**src/rtl/sr_drv_pkg.sv**
```systemverilog
// -----------------------------------------------------------------------------
// sr_drv_pkg
// Shared types and helpers for the SR flip-flop driver.
//   sr_state_e : driver FSM state encoding (IDLE / DRIVE / CHECK)
//   sr_excite  : SR excitation rule, (target, present Q) -> {S, R}
// -----------------------------------------------------------------------------
package sr_drv_pkg;

    typedef enum logic [1:0] {
        IDLE  = 2'd0,
        DRIVE = 2'd1,
        CHECK = 2'd2
    } sr_state_e;

    // Only a change of value needs a drive pulse; a hold request yields {0,0}.
    // S and R can never both be 1 from this function.
    function automatic logic [1:0] sr_excite(input logic tgt, input logic q0);
        logic [1:0] sr;
        sr = 2'b00;
        if (tgt && !q0) begin
            sr = 2'b10;
        end else if (!tgt && q0) begin
            sr = 2'b01;
        end
        return sr;
    endfunction

endpackage

```
**src/rtl/sr_ff_driver.sv**
```systemverilog
// -----------------------------------------------------------------------------
// sr_ff_driver
// Drives an external SR flip-flop to a requested value and checks the result
// through the fed-back Q. Each transaction takes three cycles:
// DRIVE (S/R pulse), CHECK (sample feedback), then a done pulse in IDLE, where
// the next request may already be accepted.
//
// Parameters
//   CNT_W      width of txn_cnt / err_cnt
// Ports
//   clk        clock, all state on rising edge
//   rst        synchronous active-high reset
//   req_valid  request present (ignored while busy)
//   req_bit    requested Q value
//   req_ready  high in IDLE
//   S, R       registered drive to the SR flip-flop, never both high
//   Q_fb       Q fed back from the flip-flop
//   busy       high in DRIVE and CHECK
//   done       one-cycle completion pulse
//   err        one-cycle mismatch pulse, coincident with done
//   txn_cnt    completed transactions (wraps)
//   err_cnt    mismatching transactions (saturates)
//
// Build option
//   SR_DRV_CHECK_EN  when defined, the CHECK comparison, err and err_cnt are
//                    implemented; otherwise err and err_cnt are tied to 0.
// -----------------------------------------------------------------------------
module sr_ff_driver
    import sr_drv_pkg::*;
#(
    parameter int CNT_W = 8
) (
    input  logic             clk,
    input  logic             rst,
    input  logic             req_valid,
    input  logic             req_bit,
    output logic             req_ready,
    output logic             S,
    output logic             R,
    input  logic             Q_fb,
    output logic             busy,
    output logic             done,
    output logic             err,
    output logic [CNT_W-1:0] txn_cnt,
    output logic [CNT_W-1:0] err_cnt
);

    sr_state_e        state_reg, state_next;
    logic             tgt_reg, tgt_next;
    logic             q0_reg, q0_next;
    logic             s_reg, s_next;
    logic             r_reg, r_next;
    logic             done_reg, done_next;
    logic [CNT_W-1:0] txn_cnt_reg, txn_cnt_next;
    logic             accept;

    assign accept = (state_reg == IDLE) && req_valid;

    always_comb begin
        state_next   = state_reg;
        tgt_next     = tgt_reg;
        q0_next      = q0_reg;
        done_next    = 1'b0;
        txn_cnt_next = txn_cnt_reg;
        s_next       = 1'b0;
        r_next       = 1'b0;

        case (state_reg)
            IDLE: begin
                if (req_valid) begin
                    tgt_next   = req_bit;
                    q0_next    = Q_fb;
                    state_next = DRIVE;
                end
            end
            DRIVE: begin
                state_next = CHECK;
            end
            CHECK: begin
                done_next    = 1'b1;
                txn_cnt_next = txn_cnt_reg + 1'b1;
                state_next   = IDLE;
            end
            default: begin
                state_next = IDLE;
            end
        endcase

        // S/R are registered: the pulse is computed from the values being
        // latched so it is present exactly for the DRIVE cycle.
        if (state_next == DRIVE) begin
            {s_next, r_next} = sr_excite(tgt_next, q0_next);
        end
    end

    always_ff @(posedge clk) begin
        if (rst) begin
            state_reg   <= IDLE;
            tgt_reg     <= 1'b0;
            q0_reg      <= 1'b0;
            s_reg       <= 1'b0;
            r_reg       <= 1'b0;
            done_reg    <= 1'b0;
            txn_cnt_reg <= '0;
        end else begin
            state_reg   <= state_next;
            tgt_reg     <= tgt_next;
            q0_reg      <= q0_next;
            s_reg       <= s_next;
            r_reg       <= r_next;
            done_reg    <= done_next;
            txn_cnt_reg <= txn_cnt_next;
        end
    end

`ifdef SR_DRV_CHECK_EN
    logic             err_reg, err_next;
    logic [CNT_W-1:0] err_cnt_reg, err_cnt_next;

    always_comb begin
        err_next     = 1'b0;
        err_cnt_next = err_cnt_reg;
        if ((state_reg == CHECK) && (Q_fb != tgt_reg)) begin
            err_next = 1'b1;
            if (err_cnt_reg != {CNT_W{1'b1}}) begin
                err_cnt_next = err_cnt_reg + 1'b1;
            end
        end
    end

    always_ff @(posedge clk) begin
        if (rst) begin
            err_reg     <= 1'b0;
            err_cnt_reg <= '0;
        end else begin
            err_reg     <= err_next;
            err_cnt_reg <= err_cnt_next;
        end
    end

    assign err     = err_reg;
    assign err_cnt = err_cnt_reg;
`else
    assign err     = 1'b0;
    assign err_cnt = '0;
`endif

    assign req_ready = (state_reg == IDLE);
    assign busy      = (state_reg == DRIVE) || (state_reg == CHECK);
    assign S         = s_reg;
    assign R         = r_reg;
    assign done      = done_reg;
    assign txn_cnt   = txn_cnt_reg;

    // accept is kept as a named condition for readability in waveforms
    logic unused_accept;
    assign unused_accept = accept;

endmodule

```
**config.mk**
```make
export PLATFORM = sky130hd
export DESIGN_NAME = sr_ff_driver
export DESIGN_NICKNAME = d
export VERILOG_FILES = /design/src/rtl/sr_drv_pkg.sv /design/src/rtl/sr_ff_driver.sv
export SDC_FILE = /design/constraint.sdc
export NUM_CORES = 1
export LEC_CHECK = 0
export CAP_MARGIN = 20
export CELL_PAD_IN_SITES_DETAIL_PLACEMENT = 1
export CELL_PAD_IN_SITES_GLOBAL_PLACEMENT = 2
export CORE_ASPECT_RATIO = 1.1
export CORE_MARGIN = 5
export CORE_UTILIZATION = 24
export DETAILED_ROUTE_END_ITERATION = 7
export PLACE_DENSITY_LB_ADDON = 0.1
export RECOVER_POWER = 100
export SKIP_CTS_REPAIR_TIMING = 1
export SYNTH_ARGS = -nofsm -noshare
export SYNTH_HDL_FRONTEND = slang
export SYNTH_SLANG_ARGS = --single-unit
export TNS_END_PERCENT = 10
```
**constraint.sdc**
```tcl
create_clock -name clk -period 1.8 [get_ports clk]
set_input_delay 0.36 -clock clk [delete_from_list [all_inputs] [get_ports clk]]
set_output_delay 0.36 -clock clk [all_outputs]
set_load 0.01 [all_outputs]
```
# Yosys cells after proc, flatten, opt, wreduce, memory -nomap -nowiden
# Cells that the tools add are included.
[op_classes] n_addsub=1 multipliers=0 div_mod_pow=0 order_cmp=0 n_eq_ne=3 n_shift=0 mux=9 n_bitwise=1 reduce_logical=8
[op_table] cell="8-bit by 1-bit adder with 8-bit output (second input constant)" count=1
[op_table] cell="1-bit 2-to-1 mux" count=6
[op_table] cell="2-bit by 1-bit equality test with 1-bit output (second input constant)" count=2
[op_table] cell="2-bit 2-to-1 mux" count=2
[op_table] cell="2-bit one-hot mux with 2 select lines" count=1
[op_table] cell="3-bit OR reduction" count=1
[op_table] cell="2-bit equality test (second input constant)" count=1
[op_table] cell="1-bit logical AND" count=2
[op_table] cell="1-bit logical NOT" count=2
[op_table] cell="2-bit logical NOT" count=1
[op_table] cell="2-bit OR reduction" count=1
[op_table] cell="1-bit logical OR" count=1
[op_table] cell="1-bit inverter" count=1
[word_totals] register_bits=15 latchBits=0 mem_bits_rw=0 romBits=0 word_cells=29 memories=0

# Depth between registers and ports, before layout
[depth] word_depth=6 depth_mapped=6 mapped_depth_nobuf=5

# Least setup slack after synthesis
# No wires, ideal clock.
[synth_path] path_type="reg2reg" start="register state_reg[0]" end="register s_reg, in the netlist S" setup_ns=0.073 arrival_time_ns=1.251 t_required_ns=1.727 setup_slack_ns=0.477 path_stages_with_launch=5 n_path_buf=0 cell_sequence="dfxtp_1 > inv_1 > ha_1 > or4b_4 > nor3b_2"
[synth_between] elab_chain_len=5 word_cells_on_any_way=12 cone_classes="2 x eq/ne; 5 x mux; 1 x bitwise; 4 x reduce/logical"
[synth_lines] element="from (decl)" line_no="sr_ff_driver.sv:48" text="sr_state_e state_reg, state_next;"
[synth_lines] element="from (signal assigned)" line_no="sr_ff_driver.sv:106" text="state_reg <= state_next;"
[synth_lines] element="2-bit logical NOT (*)"
[synth_lines] element="named net req_ready" line_no="sr_ff_driver.sv:37" text="output logic req_ready,"
[synth_lines] element="2-bit one-hot mux with 2 select lines or 1-bit 2-to-1 mux (tied branches)" line_no="sr_ff_driver.sv:68" text="case (state_reg)"
[synth_lines] element="2-bit by 1-bit equality test with 1-bit output or 1-bit logical NOT (tied branches)" line_no="sr_ff_driver.sv:91, sr_drv_pkg.sv:20"
[synth_lines] element="1-bit inverter (no source line) or 1-bit logical AND (tied branches)"
[synth_lines] element="2-bit OR reduction (no source line) or 2-bit 2-to-1 mux (tied branches)"
[synth_lines] element="to (signal assigned)" line_no="sr_ff_driver.sv:109" text="s_reg <= s_next;"
[synth_lines] element="to (decl)" line_no="sr_ff_driver.sv:51" text="logic s_reg, s_next;"
# Mark *: on every way through the listed nets, which the timed path passes. The rest lies on a longest branch.
# A chain may end at the register's enable or synchronous reset.

# Final worst setup path
[layout_path] start="register txn_cnt_reg[0], in the netlist txn_cnt[0]" end="output port txn_cnt[0]"
[layout_rtl] element="from (decl)" line_no="sr_ff_driver.sv:54" text="logic [CNT_W-1:0] txn_cnt_reg, txn_cnt_next;"
[layout_rtl] element="from (signal assigned)" line_no="sr_ff_driver.sv:112" text="txn_cnt_reg <= txn_cnt_next;"
[layout_rtl] element="to (decl)" line_no="sr_ff_driver.sv:44" text="output logic [CNT_W-1:0] txn_cnt,"
# No word-level cell between the ends.

==> run metrics <==
status complete, no violations; vias in the first global route just over 500; largest net degree at the start of global routing 14; post-synthesis cell type count 21; final hold violations 0; area share of the largest cell type after synthesis 0.436; Synth Cell Area approximately 690 sq um; met1 wire length a little over 600 um; Final Total Pwr between 600 and 700 uW; CTS tree built; Rows 20; crit path launch txn_cnt[0]$_SDFFE_PP0P_; Max-slew headroom 0.608; core footprint 2750 sq um; initial antenna violation count 0; CTS Buffer Depth 2; met3 wire length slightly below 90 um; Inserted Diodes 0; DRT Pass-1 Iters 4; final hold slack between 0.4 and 0.5 ns; GP Congestion approximately 0.64; area growth from synthesis to layout 27.6%; critical setup path kind reg -> out; Arr. time, crit path ~1.3 ns; PortBufs 17; met2 wire length 705 um; post-synthesis async set-or-reset flop share 0; min cycle time layout about 1.7 ns; PD cells just over 700 nW/um^2; die height about 66 um; DRC errors left 0; RSZ-0062 raised after global routing no; Worst path slowest cell dlygate4sd3_1; cts bufs inserted 3; R2R cell count 5; reg-to-reg startpoint state_reg[0]$_SDFF_PP0_; P_sw between 150 and 200 uW; via density per instance approximately 4.1; Max Used Layer met4; worst min-delay path startpoint txn_cnt[7]$_SDFFE_PP0P_; total number of H-tree levels 1; slack of the worst reg-to-reg path between 0.3 and 0.4 ns; ANT nets after route 0; yosys warns 0; Leak around 0.00038 uW; first-pass GRT wire length 2430 um; slew at the pin with the worst max-slew slack about 0.59 ns; Initial Util 0.250; pins over their slew limit 0; reg2reg end txn_cnt[5]$_SDFFE_PP0P_; DR iter-0 viols 11; Int Pwr 468 uW; Layout Nets just over 100; number of flops mapped to enable cells by yosys 0; grt ovf 0; Seq/Total Area, Yosys 0.436; via count roughly 500; clock latency on the worst-skew pair 0.29 ns; Max Freq ~590 MHz; worst-path cell chain dlygate4sd3_1; synth cell count leaders 15 x dfxtp_1, 10 x buf_4, 8 x nor2_1; Fill cells 341; max reg flops 8; final-report setup violation count 0; Startpoint Class flop; min-delay worst type reg -> reg; Post-DP Area 867 sq um; DPL Wire Length ~1100 um; fraction of layout cells with a size suffix above 1 0.0659; drt wl/cell 11.8 um; Sequential cell area ~300 sq um; Fin Setup TNS 0 ns; Required @ worst endpoint roughly 1.4 ns; Reg power frac 0.551; synthesized instance count 71; cell count of the worst hold path 2; Clock Skew 0.000929 ns; final std cell area, no fill approximately 900 sq um; CTS Root Cell clkbuf_4; WP buf/inv 1; family with the most delay on the worst path buffers and inverters; post-synthesis sequential element count 15; die footprint slightly above 4000 sq um; Max-cap violations 0; I/O pin count 27; most common cell in the netlist dfxtp_1; area of the multi-input gates around 320 sq um; GRT Total Usage 0.0841; Worst-path clk slew roughly 0.09 ns; Clk network pwr share 0.312; VDD IR-drop max roughly 0.00023 V; Tcrit/Tclk final 0.935; CTS Sinks 15; drt total wl 1460 um; Sw Ratio 0.260; CP peak stage delay approximately 0.63 ns; top cells by area, synth dfxtp_1 44%, buf_4 11%, ha_1 7.3%; area leader, netlist dfxtp_1; Crit. End Element output port; Die W between 60 and 70 um; Hold Path End txn_cnt[7]$_SDFFE_PP0P_; ys flop type dfxtp_1; critical path fanouts, max 4; Avg Synthesized Cell Area between 9 and 10 sq um; Comb pwr share 0.137
==> area by class of cell <==
type | count | share of cell area
Inverter | 2 | 0.00853
Clock inverter | 1 | 0.00569
Clock buffer | 3 | 0.0256
Multi-Input combinational cell | 51 | 0.360
Tap cell | 33 | 0.0469
Timing Repair Buffer | 19 | 0.212
Sequential cell | 15 | 0.341
==> placed cells by master (no fill, tap or decap), drive strengths merged, types with 4 or more instances in the layout <==
master,n
clkbuf,4
nor2,8
dfxtp,15
clkdlybuf4s50,6
ha,4
conb,9
dlygate4sd3,9
==> logic make-up after synthesis <==
| group | count (synthesis) | share of synthesized area |
|---|---|---|
| buffers and inverters | 13 | 0.125 |
| other | 1 | 0.00544 |
| XOR/XNOR | 4 | 0.0508 |
| multiplexers | 3 | 0.0436 |
| adder cells (fa/ha/maj) | 4 | 0.0726 |
| AND/OR/NAND/NOR | 25 | 0.223 |
| AO/OA/AOI/OAI | 6 | 0.0435 |
| flip-flops | 15 | 0.436 |
==> how the worst max path moves through the flow <==
stage | to | slack, ns | cells past startpoint
5_1_grt | txn_cnt[3] | 0.02 | 1
2_1_floorplan | S$_SDFF_PP0_ | 0.48 | 4
3_3_place_gp | S$_SDFF_PP0_ | 0.18 | 4
4_1_cts | busy | -0.12 | 3
3_5_place_dp | S$_SDFF_PP0_ | 0.13 | 4
6_report | txn_cnt[0] | 0.12 | 1
==> power by group through the flow <==
stage               Clock [uW]  Sequential [uW]  Combinational (uW)
finish                     197              348                86.8
global route               231              350                97.8
global placement             0              357                95.0
floorplan                    0              357                68.3
CTS                        213              349                95.9
detailed placement           0              357                95.4
==> per-stage QoR <==
stage,setup slack [ns],utilization,cells
floorplan,0.477,-,79
global placement,0.181,0.315,120
detailed placement,0.126,0.315,120
CTS,-0.123,0.325,124
global route,0.0240,0.320,124
finish,0.117,0.320,124
==> routing by layer <==
layer / track usage / vias to the layer above
met5: 0 / -
met4: 0.0569 / 0
met3: 0.0293 / 5
met2: 0.123 / 15
met1: 0.100 / 232
li1: - / 258
No activity file was read; power rests on OpenSTA's default activity.
